==> src/rtl/pc_pkg.sv <==
// Shared definitions for the program-counter sequencer and the exception unit:
// sequencer state encoding, alignment mask and default vectors.
package pc_pkg;

  typedef enum logic [1:0] {
    ST_BOOT = 2'd0,
    ST_RUN  = 2'd1,
    ST_HALT = 2'd2
  } pc_state_t;

  // Instruction words are 4-byte aligned; any set bit here is a misaligned target.
  localparam logic [1:0]  ALIGN_MASK           = 2'b11;

  localparam logic [63:0] DEFAULT_RESET_VECTOR = 64'h0;
  localparam logic [63:0] DEFAULT_FAULT_VECTOR = 64'h100;

  // True when the low address bits of a redirect target break word alignment.
  function automatic logic is_misaligned(input logic [1:0] addr_low);
    return |(addr_low & ALIGN_MASK);
  endfunction

endpackage

==> src/rtl/pc_boot_counter.sv <==
// Down-counter used to hold the sequencer in BOOT for a fixed number of
// cycles after reset. Loads on 'load', counts down on 'dec', parks at zero.
module pc_boot_counter #(
  parameter int CNT_W = 1
) (
  input  logic             clk,
  input  logic             load,
  input  logic [CNT_W-1:0] load_value,
  input  logic             dec,
  output logic [CNT_W-1:0] count,
  output logic             zero
);

  assign zero = (count == '0);

  // Load has priority; otherwise decrement until the counter reaches zero.
  always_ff @(posedge clk) begin
    if (load) begin
      count <= load_value;
    end else if (dec && !zero) begin
      count <= count - 1'b1;
    end
  end

endmodule

==> src/rtl/pc_sequencer.sv <==
// Program-counter sequencer for the LEGv8 fetch stage. Owns the fetch address,
// advances it under a valid/ready handshake, takes branch redirects (trapping
// misaligned targets to the fault vector), and supports a boot hold and halt.
module pc_sequencer
  import pc_pkg::*;
#(
  parameter int          WIDTH        = 64,
  parameter logic [63:0] RESET_VECTOR = DEFAULT_RESET_VECTOR,
  parameter logic [63:0] FAULT_VECTOR = DEFAULT_FAULT_VECTOR,
  parameter int          INC_BYTES    = 4,
  parameter int          BOOT_CYCLES  = 2
) (
  input  logic             CLOCK,
  input  logic             RESET,
  input  logic             PC_READY,
  input  logic             STALL,
  input  logic             BRANCH_TAKEN,
  input  logic [WIDTH-1:0] BRANCH_TARGET,
  input  logic             HALT_REQ,
  input  logic             RESUME,
  output logic [WIDTH-1:0] PC,
  output logic             PC_VALID,
  output logic [WIDTH-1:0] PC_LINK,
  output logic             ALIGN_FAULT,
  output logic [WIDTH-1:0] FAULT_ADDR,
  output logic             HALTED
);

  localparam logic [WIDTH-1:0] INC_VALUE   = WIDTH'(INC_BYTES);
  localparam logic [WIDTH-1:0] RESET_PC    = WIDTH'(RESET_VECTOR);
  localparam logic [WIDTH-1:0] FAULT_PC    = WIDTH'(FAULT_VECTOR);
  localparam int               CNT_W       = (BOOT_CYCLES > 1) ? $clog2(BOOT_CYCLES) : 1;
  localparam logic [CNT_W-1:0] BOOT_LOAD   = CNT_W'(BOOT_CYCLES - 1);

  pc_state_t        state;
  pc_state_t        next_state;
  logic [CNT_W-1:0] boot_count;
  logic             boot_zero;
  logic             accept;
  logic             branch_ok;
  logic             target_bad;
  logic [WIDTH-1:0] pc_next_seq;

  // Boot hold: reloaded by reset, runs down only while in BOOT.
  pc_boot_counter #(
    .CNT_W (CNT_W)
  ) u_boot_counter (
    .clk        (CLOCK),
    .load       (RESET),
    .load_value (BOOT_LOAD),
    .dec        (state == ST_BOOT),
    .count      (boot_count),
    .zero       (boot_zero)
  );

  // The increment wraps modulo 2^WIDTH by construction of the adder width.
  assign pc_next_seq = PC + INC_VALUE;
  assign PC_LINK     = pc_next_seq;

  // A fetch is consumed only when the request is live and the pipeline can take it.
  assign accept      = PC_VALID && PC_READY && !STALL;

  // Redirects are dropped during boot; in RUN and HALT they always win over accept.
  assign branch_ok   = BRANCH_TAKEN && (state != ST_BOOT);
  assign target_bad  = is_misaligned(BRANCH_TARGET[1:0]);

  // Next-state decode for the BOOT/RUN/HALT control.
  always_comb begin
    next_state = state;
    case (state)
      ST_BOOT: if (boot_zero)             next_state = ST_RUN;
      ST_RUN:  if (HALT_REQ)              next_state = ST_HALT;
      ST_HALT: if (RESUME && !HALT_REQ)   next_state = ST_RUN;
      default:                            next_state = ST_BOOT;
    endcase
  end

  // State, PC and registered status outputs; reset overrides any pending redirect.
  always_ff @(posedge CLOCK) begin
    if (RESET) begin
      state       <= ST_BOOT;
      PC          <= RESET_PC;
      PC_VALID    <= 1'b0;
      ALIGN_FAULT <= 1'b0;
      FAULT_ADDR  <= '0;
      HALTED      <= 1'b0;
    end else begin
      state       <= next_state;
      PC_VALID    <= (next_state == ST_RUN);
      HALTED      <= (next_state == ST_HALT);
      ALIGN_FAULT <= branch_ok && target_bad;
      if (branch_ok) begin
        if (target_bad) begin
          PC         <= FAULT_PC;
          FAULT_ADDR <= BRANCH_TARGET;
        end else begin
          PC <= BRANCH_TARGET;
        end
      end else if (accept) begin
        PC <= pc_next_seq;
      end
    end
  end

endmodule

==> config.mk <==
export PLATFORM = sky130hd
export DESIGN_NAME = pc_sequencer
export DESIGN_NICKNAME = d
export VERILOG_FILES = /design/src/rtl/pc_pkg.sv /design/src/rtl/pc_boot_counter.sv /design/src/rtl/pc_sequencer.sv
export SDC_FILE = /design/constraint.sdc
export NUM_CORES = 1
export LEC_CHECK = 0
export ABC_AREA = 0
export CAP_MARGIN = 20
export CORE_MARGIN = 2
export CORE_UTILIZATION = 41
export DETAILED_ROUTE_END_ITERATION = 6
export DONT_BUFFER_PORTS = 1
export PLACE_DENSITY_LB_ADDON = 0.08
export SLEW_MARGIN = 30
export SYNTH_ARGS = -nofsm -noshare
export SYNTH_HDL_FRONTEND = slang
export SYNTH_SLANG_ARGS = --single-unit
export TNS_END_PERCENT = 50
==> constraint.sdc <==
create_clock -name CLOCK -period 3.6 [get_ports CLOCK]
set_input_delay 0.9 -clock CLOCK [delete_from_list [all_inputs] [get_ports CLOCK]]
set_output_delay 0.9 -clock CLOCK [all_outputs]
set_load 0.01 [all_outputs]
==> results of run 1 <==
cells by family (layout without fill, tap and decap cells):
| family | Yosys count | in the layout | synth area share [%] |
|---|---|---|---|
| flip-flops | 134 | 134 | 36.4 |
| XOR/XNOR | 71 | 71 | 8.43 |
| buffers and inverters | 85 | 132 | 4.65 |
| adder cells (fa/ha/maj) | 1 | 1 | 0.170 |
| AND/OR/NAND/NOR | 470 | 470 | 30.3 |
| AO/OA/AOI/OAI | 227 | 227 | 18.3 |
| multiplexers | 12 | 12 | 1.71 |
cells in the final DEF, fill, tap and decap left out, types with 4 or more instances in the layout:
cell / instances
nor3_2: 4
mux2i_1: 7
nor2_1: 56
nand2_1: 225
o221a_2: 4
o21a_1: 5
a21oi_1: 133
dfxtp_2: 12
nand4_1: 31
a31oi_1: 6
and4_1: 8
a22oi_1: 5
a211oi_1: 14
nor3_1: 29
o21ai_0: 24
xor2_1: 26
a2111oi_0: 5
a22o_1: 4
inv_1: 6
nand3_1: 30
and3_1: 17
buf_4: 91
mux2_2: 4
and2_1: 8
clkinvlp_4: 4
clkbuf_16: 17
clkinv_2: 4
dfxtp_1: 121
nor4_1: 14
nand3_2: 4
or3_1: 4
xnor2_1: 44
final timing paths:
check                                          start                   end  slack, ns  depth (start not counted)
worst min-delay path            u_boot_counter.count  u_boot_counter.count       0.48                          2
worst min register to register  u_boot_counter.count  u_boot_counter.count       0.48                          2
worst max-delay path                          PC[20]           PC_LINK[61]      0.004                          6
worst max register to register                PC[25]                PC[51]       0.79                          7
power groups by stage:
| stage | Sequential, mW | Combinational, mW | Clock (mW) |
|---|---|---|---|
| after CTS | 1.61 | 0.402 | 1.64 |
| after floorplan | 1.65 | 0.262 | 0 |
| after global placement | 1.65 | 0.398 | 0 |
| final | 1.61 | 0.412 | 1.62 |
| after global routing | 1.62 | 0.454 | 1.70 |
| after detailed placement | 1.65 | 0.401 | 0 |
timing repair:
item	CTS	global route
pin swaps	4	7
endpoints found under the setup margin	14	17
resized for setup	25	22
buffers inserted	4	3
layer usage:
layer | GRT usage (%) | vias to the layer above
li1 | - | 3595
met1 | 38.5 | 3635
met2 | 47.0 | 334
met3 | 8.00 | 27
met4 | 7.57 | 0
met5 | 0 | -
through the flow:
step / utilization (%) / cells / power [mW] / setup TNS, ns
2_1_floorplan: - / 1000 / 1.92 / 0
3_3_place_gp: 45.2 / 1236 / 2.04 / 0
3_5_place_dp: 45.2 / 1236 / 2.05 / 0
4_1_cts: 48.9 / 1272 / 3.66 / -0.0365
5_1_grt: 49.7 / 1276 / 3.77 / -0.208
6_report: 49.7 / 1276 / 3.65 / 0
synthesized netlist by cell type (all sizes together) (2+ instances only):
cell type,instances
nand2,225
dfxtp,134
a21oi,133
clkbuf,64
nor2,59
xnor2,45
nand3,35
nor3,35
nand4,32
o21ai,27
xor2,26
nor4,19
and3,18
a211oi,14
buf,14
and4,9
and2,8
a2111oi,7
mux2i,7
a31oi,6
inv,6
or3,6
or4,6
a22oi,5
mux2,5
o21a,5
a22o,4
o221a,4
or2,4
a311oi,3
nand3b,3
o31a,3
o31ai,3
o41ai,3
a221oi,2
nor2b,2
nor3b,2
nor4b,2
nor4bb,2
or3b,2
sequential cells by signal, summed over array words and instances, names as in the netlist:
register / count
HALTED: 1
state: 2
PC_VALID: 1
FAULT_ADDR: 64
PC: 64
u_boot_counter.count: 1
ALIGN_FAULT: 1
worst register-to-register path, cell delays in order (launching register included):
cell and delay, ns:
dfxtp_1 0.34, buf_4 0.17, nand3_1 0.28, nor4_1 0.44, nand4_1 0.27, nor3_1 0.44
mux2_2 0.39, a2111oi_0 0.35
final cells by class:
type / count / share of cell area (%)
Clock buffer: 18 / 4.85
Clock inverter: 14 / 1.16
Tap cell: 229 / 3.24
Timing Repair Buffer: 93 / 8.17
Inverter: 7 / 0.297
Sequential cell: 134 / 30.6
Multi-Input combinational cell: 781 / 51.7
==> results.md, run 1 <==
* Run status: finished clean
* Clock Path Buffers at 2
* Cell Chain, Critical Path: nand4_4 -> or4_4 -> or4_4 -> nor4_4 -> xor2_1 -> buf_4
* Standard-cell rows at 49
* Top sig layer: met4
* Period minus WS final at 3.60 ns
* Fill count at 1,796
* Sink Count at 134
* Int Power at 2.57 mW
* Die Width at 138 microns
* Yosys reg bits at 134
* First-pass GRT wire length at 44.1 mm
* Largest cells by area after synthesis: dfxtp_1, nand2_1, a21oi_1, xnor2_1, clkbuf_1
* Worst EP arrival at 2.70 ns
* Largest area contributor in the netlist: dfxtp_1
* Top_reg_cell synth: dfxtp_1
* Largest net degree at the start of global routing at 123
* Yosys warnings at 0
* Root Driver: clkbuf_16
* WP buf/inv at 1
* Sequential area share after synthesis at 36.4%
* Clk Latency, worst-skew pair at 0.43 ns
* Vias in the first global route at 7,330
* M1 wire length at 12.4 mm
* TritonCTS clock tree: yes
* Syn Nets at 1,072
* Final worst slack at 0.00394 ns
* Final WL at 28.3 mm
* Avg Cell Area, Syn at 7.38 sq um
* Via count at 7,591
* CTS H-tree depth at 4
* Switching Share at 29.5%
* Hold Crit Class: reg2reg
* RSZ-0062 raised after global routing: yes
* Worst EP required at 2.70 ns
* Hpwl dp at 20.2 mm
* F_max at 278 MHz
* Critical path fanouts, max at 4
* GR Util All Layers at 29.1%
* Initial DRC Count at 619
* CTS Buf Count at 17
* Clk_skew at 0.0116 ns
* Die Area at 0.0191 sq mm
* Worst Setup End Kind: output pin
* Total gr overflow at 0
* Slew HR at 41.3%
* Fin. max-slew vios at 0
* Hold-fix buffers, CTS at 0
* CP delay by family, top: simple AND/OR/NAND/NOR gates
* Post-Syn Area at 0.00738 sq mm
* Mapped Cells at 1,000
* Final Setup Violations at 0
* Psw at 1.08 mW
* Area post-placement at 0.00803 sq mm
* Post-synth cell types at 64
* PortBufs at 0
* Share of layout cells above drive strength 1 at 17.9%
* Pre-CTS setup slack at 0.0803 ns
* DRC at 0
* Type of the worst setup path: reg2out
* Clock Power Share at 44.4%
* WL met3 at 2.44 mm
* Core ar. at 0.0178 sq mm
* Ys async rst share at 0%
* Most frequent CP cell: or4_4
* Pwr dens at 412 mW/mm^2
* Initial antenna violation count at 0
* Die H at 138 microns
* WL/cell at 22.2 microns
* Storage cell area at 0.00270 sq mm
* CP startpoint kind: flip-flop
* Top cell type's share of synthesized area at 36.4%
* ANT nets after route at 0
* Number of detailed-route iterations in the first pass at 5
* Vias per cell at 5.95
* Worst-margin pin slew at 0.879 ns
* LEAKAGE at 3.13 nW
* Post-route cell area at 0.00884 sq mm
* Critical-path top delay cell: or4_4
* Area of the multi-input gates at 0.00457 sq mm
* Logic pwr share at 11.3%
* Worst-path clk slew at 0.06 ns
* # nets final at 1,106
* Area Growth Syn to Fin at 19.8%
* WL met2 at 13.1 mm
* Starting Density at 41.5%
* RePlAce Congestion at 0.892
* I/O Pins at 266
* EDFF count, synth at 0
* Max incr delay on CP at 0.56 ns
* Register share of total power at 44.3%
* Hold WS at 0.476 ns
* Peak supply drop at 322 uV
* Max Cap Viol at 0
* Post-route clock period utilization at 99.9%
* Diodes inserted at 0
* Final Hold Fails at 0
(Power assumes the default switching activity.)
==> run 2, diff against run 1 <==
--- a/config.mk
+++ b/config.mk
@@ -8,7 +8,7 @@
 export ABC_AREA = 0
 export CAP_MARGIN = 20
 export CORE_MARGIN = 2
-export CORE_UTILIZATION = 41
+export CORE_UTILIZATION = 60
 export DETAILED_ROUTE_END_ITERATION = 6
 export DONT_BUFFER_PORTS = 1
 export PLACE_DENSITY_LB_ADDON = 0.08
==> results.md, run 2 (same netlist as run 1, synthesis figures left out) <==
* Run status: finished clean
* Worst-path clk slew at 0.06 ns (about the same)
* Critical-path top delay cell: or4_4
* DP Cell Count at 1,142 (-7.6%)
* Initial DRC Count at 1,232 (+99%)
* Levels on crit path at 6 (unchanged)
* Hold depth at 2 (unchanged)
* Period minus WS final at 3.54 ns (-0.0593 ns)
* GR Util All Layers at 41.4% (+12 points)
* Die Width at 115 microns (-17%)
* Max Cap Viol at 0 (unchanged)
* Core ar. at 0.0120 sq mm (-32%)
* Commonest non-fill, non-tap cell in the layout: nand2_1
* RePlAce Congestion at 0.947 (+6.2%)
* Sink Count at 134 (unchanged)
* Total power at 3.95 mW (+8.3%)
* Most frequent CP cell: or4_4
* Max incr delay on CP at 0.55 ns (about the same)
* TritonCTS clock tree: yes
* RSZ-0062 raised after global routing: yes
* First-pass GRT wire length at 42.6 mm (-3.5%)
* WL/cell at 24.1 microns (+8.5%)
* Post-layout util at 72.1% (+22 points)
* CP delay by family, top: simple AND/OR/NAND/NOR gates
* ANT nets after route at 0 (unchanged)
* Largest net degree at the start of global routing at 123 (unchanged)
* Vias per cell at 6.95 (+17%)
* Worst EP arrival at 2.64 ns (-0.06 ns)
* Hpwl dp at 19.5 mm (-3.8%)
* Via count at 8,190 (+7.9%)
* CTS H-tree depth at 4 (unchanged)
* Cell Chain, Critical Path: nand4_4 -> or4_4 -> or4_4 -> nor4_4 -> xor2_1 -> buf_4
* Final Setup Violations at 0 (unchanged)
* Peak supply drop at 396 uV (+23%)
* # nets final at 1,090 (-1.4%)
* Slew HR at 46.5% (+5.2 points)
* F_max at 283 MHz (+1.7%)
* Final WL at 28.4 mm (+0.19%)
* LEAKAGE at 3.01 nW (-3.9%)
* Vias in the first global route at 7,757 (+5.8%)
* WP buf/inv at 1 (unchanged)
* Number of detailed-route iterations in the first pass at 6 (+1)
* Diodes inserted at 0 (unchanged)
* Critical path fanouts, max at 5 (+1)
* DRC at 0 (unchanged)
* Clk_skew at 0.0147 ns (+0.00316 ns)
* Fin. max-slew vios at 0 (unchanged)
* Area Growth Syn to Fin at 17.5%
* Final cell count without fillers at 1,178 (-7.7%)
* Worst EP required at 2.70 ns (about the same)
* Clk Latency, worst-skew pair at 0.44 ns (about the same)
* Commonest non-fill, non-tap cells in the layout: nand2_1, a21oi_1, dfxtp_1, buf_4, nor2_1
* Hold-fix buffers, CTS at 0 (unchanged)
* Hold Crit Class: reg2reg
* Clock Path Buffers at 2 (unchanged)
* CTS Buf Count at 17 (unchanged)
* PortBufs at 0 (unchanged)
* Worst-margin pin slew at 0.791 ns (-0.0875 ns)
* Die H at 115 microns (-17%)
* Initial antenna violation count at 0 (unchanged)
* CP startpoint kind: flip-flop
* R2R depth at 8 (+1)
* Final Hold Fails at 0 (unchanged)
* Post-route clock period utilization at 98.2% (-1.6 points)
* Pwr dens at 455 mW/mm^2 (+10%)
* Root Driver: clkbuf_16
* Die Area at 0.0132 sq mm (-31%)
* I/O Pins at 266 (unchanged)
* Share of layout cells above drive strength 1 at 16.0% (-1.9 points)
* Total gr overflow at 0 (unchanged)
* Largest regs: FAULT_ADDR (64), PC (64), state (2)
* Standard-cell rows at 40 (-18%)
* Type of the worst setup path: reg2out
* Worst Setup End Kind: output pin
* Starting Density at 61.4% (+20 points)
==> run 2: what timing repair did <==
| item | 4_1_cts | 5_1_grt |
|---|---|---|
| pin swaps | 2 | 4 |
| setup buffers | 1 | 3 |
| endpoints found under the setup margin | 10 | 19 |
| endpoints found under the hold margin | 0 | 0 |
| resized for setup | 10 | 23 |
==> run 2: area by class of cell <==
class,instances,area (sq um)
Clock buffer,19,443
Clock inverter,13,193
Fill cell,955,3350
Inverter,7,26.3
Multi-Input combinational cell,781,4530
Sequential cell,134,2690
Tap cell,147,184
Timing Repair Buffer,77,594
==> run 2: through the flow <==
| step | cell area (sq um) | worst slack (ns) | TNS [ns] | hold slack [ns] |
|---|---|---|---|---|
| final | 8660 | 0.0632 | 0 | 0.499 |
| after global routing | 8660 | -0.0440 | -0.0911 | 0.509 |
| after CTS | 8550 | -0.0549 | -0.0553 | 0.497 |
| after detailed placement | 7850 | 0.254 | 0 | 0.489 |
| after global placement | 7850 | 0.300 | 0 | 0.457 |
| after floorplan | 7380 | 0.265 | 0 | 0.440 |
==> run 2: path summary, 6_finish.rpt <==
kind,slack (ns),from,endpoint
hold / removal,0.50,FAULT_ADDR[51],FAULT_ADDR[51]
setup reg to reg,0.81,PC[4],PC[63]
setup / recovery,0.06,PC[17],PC_LINK[61]
hold reg to reg,0.50,FAULT_ADDR[51],FAULT_ADDR[51]
==> run 2: power breakdown <==
group          total, mW  switching, mW  internal [mW]
Clock               1.91          0.725           1.19
Sequential          1.62         0.0734           1.55
Combinational      0.413          0.279          0.134
==> run 2: layer usage <==
layer | track usage (%) | routed length [microns]
met5 | 0 | 0
met4 | 16.2 | 923
met3 | 12.0 | 3630
met2 | 68.2 | 13400
met1 | 51.1 | 10500
==> run 2: tightest hold or removal path: cells and delay by family, from the launching register on <==
family	cells	cell delay (ns)
AO/OA/AOI/OAI	1	0.05
flip-flops	1	0.34
AND/OR/NAND/NOR	1	0.07
==> run 3, diff against run 2 <==
--- a/config.mk
+++ b/config.mk
@@ -11,7 +11,7 @@
 export CORE_UTILIZATION = 60
 export DETAILED_ROUTE_END_ITERATION = 6
 export DONT_BUFFER_PORTS = 1
-export PLACE_DENSITY_LB_ADDON = 0.08
+export PLACE_DENSITY = 0.76
 export SLEW_MARGIN = 30
 export SYNTH_ARGS = -nofsm -noshare
 export SYNTH_HDL_FRONTEND = slang
==> results.md, run 3 (same netlist as run 1, synthesis figures left out) <==
* Fin. max-slew vios at 0 (unchanged)
* Final Hold Fails at 0 (unchanged)
* Core ar. at 0.0120 sq mm (unchanged)
* Die Area at 0.0132 sq mm (unchanged)
* Critical path fanouts, max at 7 (+2)
* RePlAce Congestion at 0.972 (+2.6%)
* Cell Chain, Critical Path: nand4_4 -> or4_4 -> or4_4 -> buf_6 -> or2_1 -> xnor2_1 -> buf_4
* Slew HR at 35.0% (-12 points)
* Diodes inserted at 0 (unchanged)
* Area Growth Syn to Fin at 18.0%
* Pwr dens at 442 mW/mm^2 (-3.1%)
* Total gr overflow at 0 (unchanged)
* Clk Latency, worst-skew pair at 0.43 ns (about the same)
* Final WL at 26.6 mm (-6.3%)
* DRC at 0 (unchanged)
* # nets final at 1,098 (+0.73%)
* WHS Endpoint: u_boot_counter.count
* GR Util All Layers at 38.8% (-2.6 points)
* Hold Crit Start: u_boot_counter.count
* Via count at 7,863 (-4.0%)
* Die H at 115 microns (unchanged)
* I/O Pins at 266 (unchanged)
* Worst Setup End Kind: output pin
* Largest regs: FAULT_ADDR (64), PC (64), state (2)
* Worst EP required at 2.70 ns (about the same)
* Worst-margin pin slew at 0.972 ns (+0.180 ns)
* Number of detailed-route iterations in the first pass at 6 (unchanged)
* Hold depth at 2 (unchanged)
* CP delay by family, top: simple AND/OR/NAND/NOR gates
* Hold Crit Class: reg2reg
* Type of the worst setup path: reg2out
* WL/cell at 22.4 microns (-7.0%)
* CTS H-tree depth at 4 (unchanged)
* Initial DRC Count at 808 (-34%)
* Storage cell area at 0.00269 sq mm (-0.14%)
* Post-route clock period utilization at 99.5% (+1.2 points)
* Initial antenna violation count at 0 (unchanged)
* WP buf/inv at 2 (+1)
* Worst R2R Start: PC[25]
* LEAKAGE at 3.05 nW (+1.4%)
* DP Cell Count at 1,146 (+0.35%)
* Clock Path Buffers at 2 (unchanged)
* Final worst slack at 0.0191 ns (-0.0441 ns)
* Pre-CTS setup slack at 0.289 ns (+0.0353 ns)
* Peak supply drop at 335 uV (-15%)
* Met2 Usage GRT at 61.3% (-7.0 points)
* Area of the multi-input gates at 0.00453 sq mm (about the same)
* Vias in the first global route at 7,287 (-6.1%)
* Origin of the worst setup path: PC[20]
* Worst EP arrival at 2.68 ns (+0.04 ns)
* Share of layout cells above drive strength 1 at 16.1% (+0.069 points)
* First-pass GRT wire length at 39.9 mm (-6.4%)
* Root Driver: clkbuf_16
* Clk_skew at 0.00885 ns (-0.00587 ns)
* Period minus WS final at 3.58 ns (+0.0441 ns)
* Hpwl dp at 18.5 mm (-4.8%)
* ANT nets after route at 0 (unchanged)
* Worst-path clk slew at 0.06 ns (about the same)
* CP startpoint kind: flip-flop
* Final cell count without fillers at 1,186 (+0.68%)
* CTS Buf Count at 17 (unchanged)
* Standard-cell rows at 40 (unchanged)
* Critical-path top delay cell: or4_4
* Grt peak-use layer: met2
* TritonCTS clock tree: yes
* Reg-to-reg slack, setup at 0.78 ns (-0.03 ns)
* Final Setup Violations at 0 (unchanged)
* Hold-fix buffers, CTS at 0 (unchanged)
* Fill count at 941 (-1.5%)
* Largest net degree at the start of global routing at 123 (unchanged)
* Commonest non-fill, non-tap cell in the layout: nand2_1
* Vias per cell at 6.63 (-4.6%)
* GR Util met1 at 49.2% (-1.9 points)
* Crit Reg-Reg Endpoint: PC[51]
* Max incr delay on CP at 0.61 ns (+0.06 ns)
* R2R depth at 7 (-1)
* Most frequent CP cell: or4_4
* Die Width at 115 microns (unchanged)
* Commonest non-fill, non-tap cells in the layout: nand2_1, a21oi_1, dfxtp_1, buf_4, nor2_1
* Starting Density at 61.4% (unchanged)
* Sink Count at 134 (unchanged)
* RSZ-0062 raised after global routing: yes
* PortBufs at 0 (unchanged)
* Met3 GRT Util at 10.9% (-1.1 points)
* Run status: finished clean
* Max Cap Viol at 0 (unchanged)
* F_max at 279 MHz (-1.2%)
-- run 3: cell count changes in the layout (fill, tap and decap cells not counted), sizes merged --
cell / previous run / this run
clkbuf: 19 / 22
inv: 11 / 7
bufinv: 4 / 3
clkinv: 3 / 5
buf: 77 / 84
clkinvlp: 2 / 3
-- run 3: routing by layer --
metal / vias up / share of wire, %
li1: 3578 / -
met1: 3639 / 38
met2: 558 / 46
met3: 88 / 12
met4: 0 / 3.7
met5: - / 0
-- run 3: per-stage QoR --
step	TNS [ns]	total power [mW]	hold slack (ns)	utilization (%)	instance area, sq um
after detailed placement	0	2.03	0.461	65.4	7860
after global placement	0	2.03	0.459	65.4	7860
after floorplan	0	1.92	0.440	-	7380
after CTS	0	3.81	0.471	71.1	8540
final	0	3.84	0.474	72.5	8700
after global routing	-0.121	3.95	0.492	72.5	8700
-- run 3: worst max path at each step --
stage                  end  depth (start not counted)  slack (ns)
2_1_floorplan  PC_LINK[61]                          7        0.26
3_3_place_gp   PC_LINK[61]                          6        0.34
3_5_place_dp   PC_LINK[63]                          6        0.29
4_1_cts        PC_LINK[45]                          7       0.003
5_1_grt        PC_LINK[45]                          7       -0.06
6_report       PC_LINK[45]                          7        0.02
-- run 3: worst reg2reg max path, cell delays in order (launching register included) --
cell and delay (ns):
dfxtp_1 0.34, buf_4 0.17, nand3_1 0.26, nor4_1 0.42, nand4_1 0.27, nor3_1 0.45, mux2_2 0.40, a2111oi_0 0.38
-- run 3: area by class of cell --
type	instances	share of cell area (%)
multi-input combinational	781	52.1
sequential	134	30.9
timing repair buffer	85	7.58
clock buffer	21	5.29
tap	147	2.11
clock inverter	11	1.71
inverter	7	0.302
-- run 3: power by group --
group | total [mW] | internal, mW | switching [mW]
logic | 0.411 | 0.137 | 0.275
clock network | 1.81 | 1.13 | 0.687
registers | 1.62 | 1.55 | 0.0702
-- run 3: what timing repair did --
item | in CTS | in global routing
setup endpoints to repair | 9 | 21
setup buffers | 2 | 5
gates resized for setup | 12 | 20
pin swaps | 3 | 6
gates cloned | 0 | 0
